===== config.mk =====
export PLATFORM = sky130hd
export DESIGN_NAME = multi_voice_oscillator
export DESIGN_NICKNAME = d
export VERILOG_FILES = /design/src/rtl/multi_voice_oscillator.sv
export SDC_FILE = /design/constraint.sdc
export NUM_CORES = 1
export LEC_CHECK = 0
export CORE_MARGIN = 4
export CORE_UTILIZATION = 39
export CTS_BUF_LIST = sky130_fd_sc_hd__clkbuf_4
export CTS_CLUSTER_DIAMETER = 60
export DETAILED_ROUTE_END_ITERATION = 8
export PLACE_DENSITY = 0.63
export SLEW_MARGIN = 20
export SYNTH_ARGS = -nofsm -noshare
export SYNTH_HDL_FRONTEND = slang
export SYNTH_SLANG_ARGS = --single-unit

===== constraint.sdc =====
create_clock -name clk_in -period 6.3 [get_ports clk_in]
set_input_delay 1.26 -clock clk_in [delete_from_list [all_inputs] [get_ports clk_in]]
set_output_delay 1.26 -clock clk_in [all_outputs]
set_load 0.1 [all_outputs]

===== src/rtl/multi_voice_oscillator.sv =====
// -----------------------------------------------------------------------------
// multi_voice_oscillator
//
// Purpose:
//   N independent wavetable sample-index generators. Each voice divides the
//   clock by (rate+1) and steps a sample index through a table of programmable
//   width. The index walks the table in loop, one-shot or ping-pong order. It
//   feeds the wavetable RAM read port. The gate, rate and mode come from the
//   voice allocator.
//
// Ports:
//   clk_in            system clock
//   rst_in            asynchronous active-high reset
//   is_on_in          per-voice gate
//   wave_width_in     per-voice table length, voice v at [v*WW_WIDTH +: WW_WIDTH]
//   playback_rate_in  per-voice step period minus one, in clk cycles
//   mode_in           per-voice mode: 00 loop, 01 one-shot, 10 ping-pong,
//                     11 reserved (behaves as loop)
//   start_index_in    (OSC_START_OFFSET_EN only) index loaded on gate rise,
//                     clamped to the end of the table
//   sample_index_out  registered per-voice sample index
//   active_out        voice is stepping (gate high and not finished)
//   cycle_pulse_out   one-cycle pulse at each waveform boundary
//
// Configuration macro:
//   OSC_START_OFFSET_EN  adds start_index_in and the start-offset load
// -----------------------------------------------------------------------------
module multi_voice_oscillator #(
  parameter int NUM_VOICES = 4,
  parameter int WW_WIDTH   = 18,
  parameter int RATE_WIDTH = 24
) (
  input  logic                           clk_in,
  input  logic                           rst_in,
  input  logic [NUM_VOICES-1:0]          is_on_in,
  input  logic [NUM_VOICES*WW_WIDTH-1:0] wave_width_in,
  input  logic [NUM_VOICES*RATE_WIDTH-1:0] playback_rate_in,
  input  logic [NUM_VOICES*2-1:0]        mode_in,
`ifdef OSC_START_OFFSET_EN
  input  logic [NUM_VOICES*WW_WIDTH-1:0] start_index_in,
`endif
  output logic [NUM_VOICES*WW_WIDTH-1:0] sample_index_out,
  output logic [NUM_VOICES-1:0]          active_out,
  output logic [NUM_VOICES-1:0]          cycle_pulse_out
);

  typedef enum logic [1:0] {
    MODE_LOOP     = 2'b00,
    MODE_ONESHOT  = 2'b01,
    MODE_PINGPONG = 2'b10,
    MODE_RSVD     = 2'b11
  } mode_e;

  for (genvar v = 0; v < NUM_VOICES; v++) begin : g_voice
    logic [RATE_WIDTH-1:0] r_cnt;
    logic [WW_WIDTH-1:0]   r_idx;
    logic                  r_down;
    logic                  r_done;
    logic                  r_active;
    logic                  r_pulse;

    logic [WW_WIDTH-1:0]   w_width;
    logic [WW_WIDTH-1:0]   w_end;
    logic [WW_WIDTH-1:0]   w_base;
    logic [WW_WIDTH-1:0]   w_idx_nxt;
    logic                  w_down_nxt;
    logic                  w_done_nxt;
    logic                  w_pulse_nxt;
    logic                  w_step;
    logic                  w_at_end;
    mode_e                 w_mode;

    assign w_width = wave_width_in[v*WW_WIDTH +: WW_WIDTH];
    // Widths 0 and 1 both collapse to a single-entry table.
    assign w_end   = (w_width == '0) ? '0 : w_width - 1'b1;
    assign w_mode  = mode_e'(mode_in[v*2 +: 2]);
    // Compare against the live rate so a rate cut mid-count steps at once.
    assign w_step  = (r_cnt >= playback_rate_in[v*RATE_WIDTH +: RATE_WIDTH]);

`ifdef OSC_START_OFFSET_EN
    logic                r_gate_d;
    logic [WW_WIDTH-1:0] w_start;
    assign w_start = start_index_in[v*WW_WIDTH +: WW_WIDTH];
    // On the first gated cycle the step logic starts from the clamped offset.
    assign w_base  = !r_gate_d ? ((w_start > w_end) ? w_end : w_start) : r_idx;
`else
    assign w_base  = r_idx;
`endif

    // ">=" rather than "==" so a table shortened mid-play is treated as ended.
    assign w_at_end = (w_base >= w_end);

    always_comb begin
      // NOTE: every output of this block gets a default first, so no path leaves
      // a signal unassigned and no latch is inferred.
      w_idx_nxt   = w_base;
      w_down_nxt  = (w_mode == MODE_PINGPONG) ? r_down : 1'b0;
      w_done_nxt  = 1'b0;
      w_pulse_nxt = 1'b0;
      if (w_step) begin
        case (w_mode)
          MODE_ONESHOT: begin
            if (w_at_end) begin
              w_idx_nxt   = w_end;
              w_done_nxt  = 1'b1;
              w_pulse_nxt = 1'b1;
            end else begin
              w_idx_nxt = w_base + 1'b1;
              if (w_base + 1'b1 == w_end) begin
                w_done_nxt  = 1'b1;
                w_pulse_nxt = 1'b1;
              end
            end
          end
          MODE_PINGPONG: begin
            if (w_end == '0) begin
              // A single-entry table has nowhere to travel: no motion, no pulse.
              w_idx_nxt  = '0;
              w_down_nxt = 1'b0;
            end else if (!r_down) begin
              if (w_at_end) begin
                w_down_nxt = 1'b1;
                w_idx_nxt  = (w_base > w_end) ? w_end : w_base - 1'b1;
              end else begin
                w_idx_nxt = w_base + 1'b1;
              end
            end else begin
              if (w_base == '0) begin
                w_down_nxt  = 1'b0;
                w_idx_nxt   = {{(WW_WIDTH-1){1'b0}}, 1'b1};
                w_pulse_nxt = 1'b1;
              end else if (w_base > w_end) begin
                w_idx_nxt = w_end;
              end else begin
                w_idx_nxt = w_base - 1'b1;
              end
            end
          end
          default: begin
            // Loop, and the reserved code that behaves as loop.
            if (w_at_end) begin
              w_idx_nxt   = '0;
              w_pulse_nxt = 1'b1;
            end else begin
              w_idx_nxt = w_base + 1'b1;
            end
          end
        endcase
      end
    end

    // NOTE: reset is asynchronous. It clears every register without waiting
    // for a clock edge, so the RAM never sees a stale index during reset.
    always_ff @(posedge clk_in or posedge rst_in) begin
      if (rst_in) begin
        r_cnt    <= '0;
        r_idx    <= '0;
        r_down   <= 1'b0;
        r_done   <= 1'b0;
        r_active <= 1'b0;
        r_pulse  <= 1'b0;
`ifdef OSC_START_OFFSET_EN
        r_gate_d <= 1'b0;
`endif
      end else if (!is_on_in[v]) begin
        r_cnt    <= '0;
        r_idx    <= '0;
        r_down   <= 1'b0;
        r_done   <= 1'b0;
        r_active <= 1'b0;
        r_pulse  <= 1'b0;
`ifdef OSC_START_OFFSET_EN
        r_gate_d <= 1'b0;
`endif
      end else begin
`ifdef OSC_START_OFFSET_EN
        r_gate_d <= 1'b1;
`endif
        if (r_done) begin
          // A finished one-shot freezes index and counter until the gate falls.
          r_active <= 1'b0;
          r_pulse  <= 1'b0;
        end else begin
          // NOTE: non-blocking assignments give every register the value computed
          // from the previous state, independent of statement order.
          r_cnt    <= w_step ? '0 : r_cnt + 1'b1;
          r_idx    <= w_idx_nxt;
          r_down   <= w_down_nxt;
          r_done   <= w_done_nxt;
          r_pulse  <= w_pulse_nxt;
          r_active <= !w_done_nxt;
        end
      end
    end

    assign sample_index_out[v*WW_WIDTH +: WW_WIDTH] = r_idx;
    assign active_out[v]      = r_active;
    assign cycle_pulse_out[v] = r_pulse;
  end

endmodule


Word level (Yosys, flattened, before mapping):

Index checks and enable logic that the tools add are counted.

* output and inout bits: 80
* logic and storage cells: 252
* input port bits: 182
* register bits after elaboration: 184

* equality and inequality tests: 20
* mux-type cells: 160
* reductions and logical operators: 20
* $lt $le $gt $ge: 12
* add/sub/neg operators: 16

Operators with widths (number)
* 18-bit two-way mux: 44
* 24-bit two-way mux: 12
* 18-bit zero test: 12
* 18-bit one-hot mux with 2 select lines: 4
* 18-bit by 1-bit subtractor with 18-bit output (second input constant): 8
* 24-bit by 1-bit adder with 24-bit output (second input constant): 4
* 24-bit >= comparator: 4
* 1-bit two-way mux: 96
* 18-bit by 1-bit adder with 18-bit output (second input constant): 4
* 18-bit equality test: 4
* 18-bit >= comparator: 4
* 18-bit greater-than comparator: 4
* 2-bit by 1-bit equality test with 1-bit output (second input constant): 4
* 2-bit equality test (second input constant): 4
* 2-bit by 1-bit != test with 1-bit output (second input constant): 4
* 2-bit != test (second input constant): 4
* 1-bit one-hot mux with 2 select lines: 4
* 2-bit AND reduction: 4
* 1-bit zero test: 4

Longest topological paths before layout:

* word-level depth: 11
* mapped depth: 21
* gate-level depth less buffers: 17

Least setup slack after synthesis:

No wires, ideal clock.

* path type: input to register
* start: input port wave_width_in[54]
* end: register g_voice[3].r_idx[6]
* path slack: 429 ps
* stages on the path: 18
* path buffers: 2
* setup time: 126 ps
* data required time: 6174 ps
* data arrival time: 5745 ps
* cell sequence: inv_1 ha_1 or3b_2 clkbuf_1 or4_1 xor2_1 or2_2 ha_1 and2_0 a221o_1 a221oi_1 o221ai_1 nor3_1 nor2_1 clkbuf_1 o21ai_0 o31ai_1 a221o_1

* word-level cells in the longest chain between the ends: 11
* elaborated cells between the ends (all ways): 17
* those cells by class: add/sub: 1; order compare: 2; mux: 12; reduce/logical: 2

RTL lines
* start, declared: RTL line 36 `input logic [NUM_VOICES*WW_WIDTH-1:0] wave_width_in,`
* 18-bit by 1-bit subtractor with 18-bit output or 18-bit zero test (tied branches): RTL line 75 `assign w_end = (w_width == '0) ? '0 : w_width - 1'b1;`
* 18-bit two-way mux *: RTL line 75
* 18-bit greater-than comparator: RTL line 123, 132
* 18-bit two-way mux: RTL line 123, 132
* 18-bit two-way mux, on equally long branches: RTL line 121, 128
* 18-bit two-way mux: RTL line 120 `end else if (!r_down) begin`
* 18-bit two-way mux: RTL line 116 `if (w_end == '0) begin`
* 18-bit one-hot mux with 2 select lines *: RTL line 101 `case (w_mode)`
* 18-bit two-way mux *: RTL line 100 `if (w_step) begin`
* 18-bit two-way mux *: RTL line 179 `if (r_done) begin`
* 18-bit two-way mux *: RTL line 165 `end else if (!is_on_in[v]) begin`
* end signal, assigned: RTL line 187 `r_idx <= w_idx_nxt;`
* end, declared: RTL line 56 `logic [WW_WIDTH-1:0] r_idx;`

Every way passes the cells marked *; elsewhere a longest branch is shown, timed or not. The select of a mux whose other input is x is not followed.
A chain may end at the register's enable or synchronous reset.

Final worst setup path:

* start: input port wave_width_in[55]
* end: register g_voice[3].r_idx[8]

The elaborated chain is that of the path after synthesis.

==> impl_metrics.py <==
metrics = {
    "worst_setup_path": {
        "worstPathCellList": "clkdlybuf4s50_1 > inv_1 > ha_1 > or3b_2 > or4_1 > and2_1 > or2_1 > ha_1 > and4_1 > nand4_1 > or2_2 > o221ai_1 > nor3_1 > nor2_1 > o21ai_0 > a21oi_1 > a211o_1",
        "cp_max_fo": 12,
        "r2r_setup_slack_ps": 2360,
        "slowest_delay_ps": 790,
        "arrival_ps": 6260,
        "cp-start-kind": "input port",
        "r2r-end": "g_voice[1].r_idx[11]$_DFFE_PP0P_",
        "crit_buf_inv": 2,
        "reg2reg_depth": 12,
        "critPathCaptureType": "register",
        "cp_data_required_time_ps": 6960,
        "path_common_cell": "ha_1",
        "timing.rr.start": "g_voice[1].r_idx[0]$_DFFE_PP0P_",
        "cp_top_family": "simple AND/OR/NAND/NOR gates",
        "crit_slowest_cell": "nor2_1",
        "worstSetupPathType": "input port to register",
    },
    "synth": {
        "synth_xor_area_frac": 0.116,
        "ys_seq_area_frac": 0.209,
        "synth_edf_count": 0,
        "yosys.area_share.simple": 0.268,
        "synthAdderAreaFrac": 0.111,
        "async_reset_ff_frac": 1.00,
        "synthCells": 2938,
        "synthDistinctLibCells": 97,
        "synth.largest_area_cell": "dfrtp_1",
        "ys_warn_count": 0,
        "synth_compound_area_frac": 0.215,
        "synth_nets": 3316,
        "synth_top_family_by_area": "simple AND/OR/NAND/NOR gates",
        "ys_ff_latch": 184,
        "syn_area_um2": 22100,
        "synth.avg_cell_area_um2": 7.51,
        "yosys.area.top_type_share": 0.209,
        "synthMuxAreaShare": 0.0193,
        "synth_ff_type": "dfrtp_1",
        "synth.area.top_cells": "dfrtp_1 21%, ha_1 11%, xnor2_1 6.0%, nor2_1 5.7%, xor2_1 5.4%",
    },
    "placement": {
        "hpwl_mm": 62.5,
        "dp_worst_setup_slack_ps": 16.3,
        "io_buffers": 261,
        "dpl.cell_count": 3906,
        "gp_congestion": 0.963,
    },
    "global_route": {
        "grt_pass1_vias": 22638,
        "grt_pass1_wl_mm": 126,
        "grt_antenna_before_repair": 4,
        "grtUsageTotal": 0.258,
        "grt.overflow.total": 0,
        "grt_start_max_net_pins": 116,
    },
    "die": {
        "core.rowCount": 86,
        "coreArea_um2": 55500,
        "die_width_um": 246,
        "fp.dieH_um": 246,
        "dieArea_um2": 60500,
        "num_io_pins": 262,
        "start_util": 0.397,
    },
    "detailed_routing": {
        "vias": 23481,
        "wl_per_cell_um": 20.4,
        "drtIter0Drc": 1736,
        "ant_nets": 0,
        "via_per_inst": 5.96,
        "wirelength_mm": 80.5,
        "route.detailed.drc": 0,
        "firstDrtPassIters": 6,
    },
    "status": {
        "status": "completed",
    },
    "timing": {
        "tns_ps": 0,
        "setup_violations": 0,
        "clock.fmax_ghz": 0.178,
        "whs_ps": 554,
        "period_needed_ps": 5610,
        "finalHoldViolCount": 0,
        "rsz0062_at_grt": "no",
        "fin_worst_skew_ps": 36.6,
        "finalWorstSetupSlack_ps": 695,
        "relSlewSlack": 0.274,
        "fin_crit_sh": 0.890,
        "worst_pin_slew_ps": 1090,
        "slew_viol_final": 0,
    },
    "power": {
        "power_w": 0.00265,
        "p_leak_nw": 11.5,
        "p_per_area_nw_per_um2": 101,
        "irDropWorstVdd_mv": 0.0995,
    },
    "cells_and_area": {
        "fillers": 5608,
        "area_delta_synth_final_pct": 18.7,
        "sequential_cell_area_um2": 4600,
        "fin_cells": 3943,
        "multi_input_area_um2": 16100,
        "drive_above_1_share": 0.0708,
        "fin_nets": 3555,
    },
    "clock_network": {
        "h-tree-depth": 4,
        "clock_path_buffers": 2,
        "cts_setup_buffers": 0,
        "cts_buffers": 17,
        "cts_tree": "built",
        "clk_latency_ps": 740,
        "cts.sinks": 184,
        "holdBufCountCts": 0,
        "clkTransAtPathRegs_ps": 170,
        "cts_root_buf": "clkbuf_4",
        "post_cts_resized": 0,
    },
    "run": {
        "drv_cap": 0,
    },
    "hold_path": {
        "hp-start": "g_voice[3].r_done$_DFF_PP0_",
        "hold_depth": 1,
        "holdPathEnd": "g_voice[3].r_done$_DFF_PP0_",
        "holdCritPathClass": "register to register",
    },
}
==> metal layers <==
metal | GRT usage | wire length, um | up-vias
li1 | - | - | 11134
met1 | 0.338 | 34900 | 11276
met2 | 0.423 | 37500 | 926
met3 | 0.0504 | 5720 | 143
met5 | 0 | 11 | -
met4 | 0.0931 | 2430 | 2
==> area by class of cell <==
type / count / area share
timing repair buffer: 381 / 0.135
antenna: 5 / 0.000478
clock inverter: 14 / 0.00506
clock buffer: 18 / 0.00516
multi-input combinational: 2400 / 0.615
inverter: 193 / 0.0279
tap: 748 / 0.0357
sequential: 184 / 0.176
==> metrics by stage <==
| step | util | instance area (um2) |
|---|---|---|
| global route | 0.472 | 26200 |
| CTS | 0.471 | 26200 |
| detailed placement | 0.467 | 25900 |
| finish | 0.472 | 26200 |
| floorplan | - | 22100 |
| global placement | 0.467 | 25900 |
==> kinds of logic after synthesis <==
logic type | Yosys count
muxes | 42
adders and majority gates | 196
buffers and inverters | 354
xor gates and xnor gates | 290
and+or+nand+nor | 1168
DFF | 184
AOI/OAI and AO/OA | 704
==> state kept, by name, indices dropped and copies added, names as in the netlist <==
| signal | flops |
|---|---|
| g_voice.r_done | 4 |
| g_voice.r_pulse | 4 |
| g_voice.r_down | 4 |
| g_voice.r_cnt | 96 |
| g_voice.r_active | 4 |
| g_voice.r_idx | 72 |
==> cells in the final DEF, fill, tap and decap left out, types with 20 or more instances in the layout <==
| master | count |
|---|---|
| ha_1 | 196 |
| and3_1 | 39 |
| o31ai_1 | 20 |
| nor2_1 | 335 |
| or2_2 | 30 |
| nand3_1 | 106 |
| or4_1 | 25 |
| dfrtp_1 | 184 |
| xor2_1 | 137 |
| o211ai_1 | 40 |
| nand2b_1 | 25 |
| xnor2_1 | 152 |
| clkdlybuf4s50_1 | 261 |
| nand4_1 | 73 |
| o21ai_0 | 150 |
| nor3_1 | 81 |
| mux2i_1 | 37 |
| or3_1 | 35 |
| buf_4 | 118 |
| nor4_1 | 61 |
| a21oi_1 | 167 |
| nand2_1 | 228 |
| a31oi_1 | 26 |
| inv_1 | 189 |
| a21o_1 | 47 |
==> how the worst max path moves through the flow <==
stage / slack (ps) / end / start / cells after the start
6_report: 690 / g_voice[3].r_idx[8]$_DFFE_PP0P_ / wave_width_in[55] / 17
5_1_grt: 500 / g_voice[3].r_idx[8]$_DFFE_PP0P_ / wave_width_in[55] / 17
4_1_cts: 850 / g_voice[3].r_idx[10]$_DFFE_PP0P_ / wave_width_in[55] / 17
3_5_place_dp: 20 / g_voice[3].r_idx[8]$_DFFE_PP0P_ / wave_width_in[55] / 17
3_3_place_gp: 60 / g_voice[3].r_idx[10]$_DFFE_PP0P_ / wave_width_in[55] / 17
2_1_floorplan: 40 / g_voice[0].r_active$_DFF_PP0_ / rst_in / 1
==> power breakdown <==
part	switching, W	internal (W)
clock network	0.000513	0.000179
logic	0.000443	0.000308
registers	0.0000142	0.00119
total	0.000969	0.00168
==> synth_stat cells, types with 9 or more instances <==
cell      instances
and3_1           39
a211o_1          18
mux2i_1          37
inv_1           190
a221oi_1         19
a32oi_1          10
nor3b_1          14
xnor2_1         152
nand4b_1          9
a21oi_1         167
o211ai_1         40
o21ai_0         150
or4_1            25
a22oi_1          10
nand4_1          73
o22ai_1          18
a21o_1           47
nor3_1           82
nand2_1         228
o221ai_1         12
nor4_1           61
dfrtp_1         184
and2_1           19
nor4b_1           9
o21a_1           14
or2_2            30
o31ai_1          20
clkbuf_1        139
a31oi_1          26
xor2_1          137
ha_1            196
nand2b_1         25
a22o_1           14
nor2b_1          16
a211oi_1         13
and4_1           19
nand3b_1         17
nor2_1          335
a21boi_0          9
a221o_1          14
nand3_1         107
or3_1            35
No activity file was read; power rests on OpenSTA's default activity.
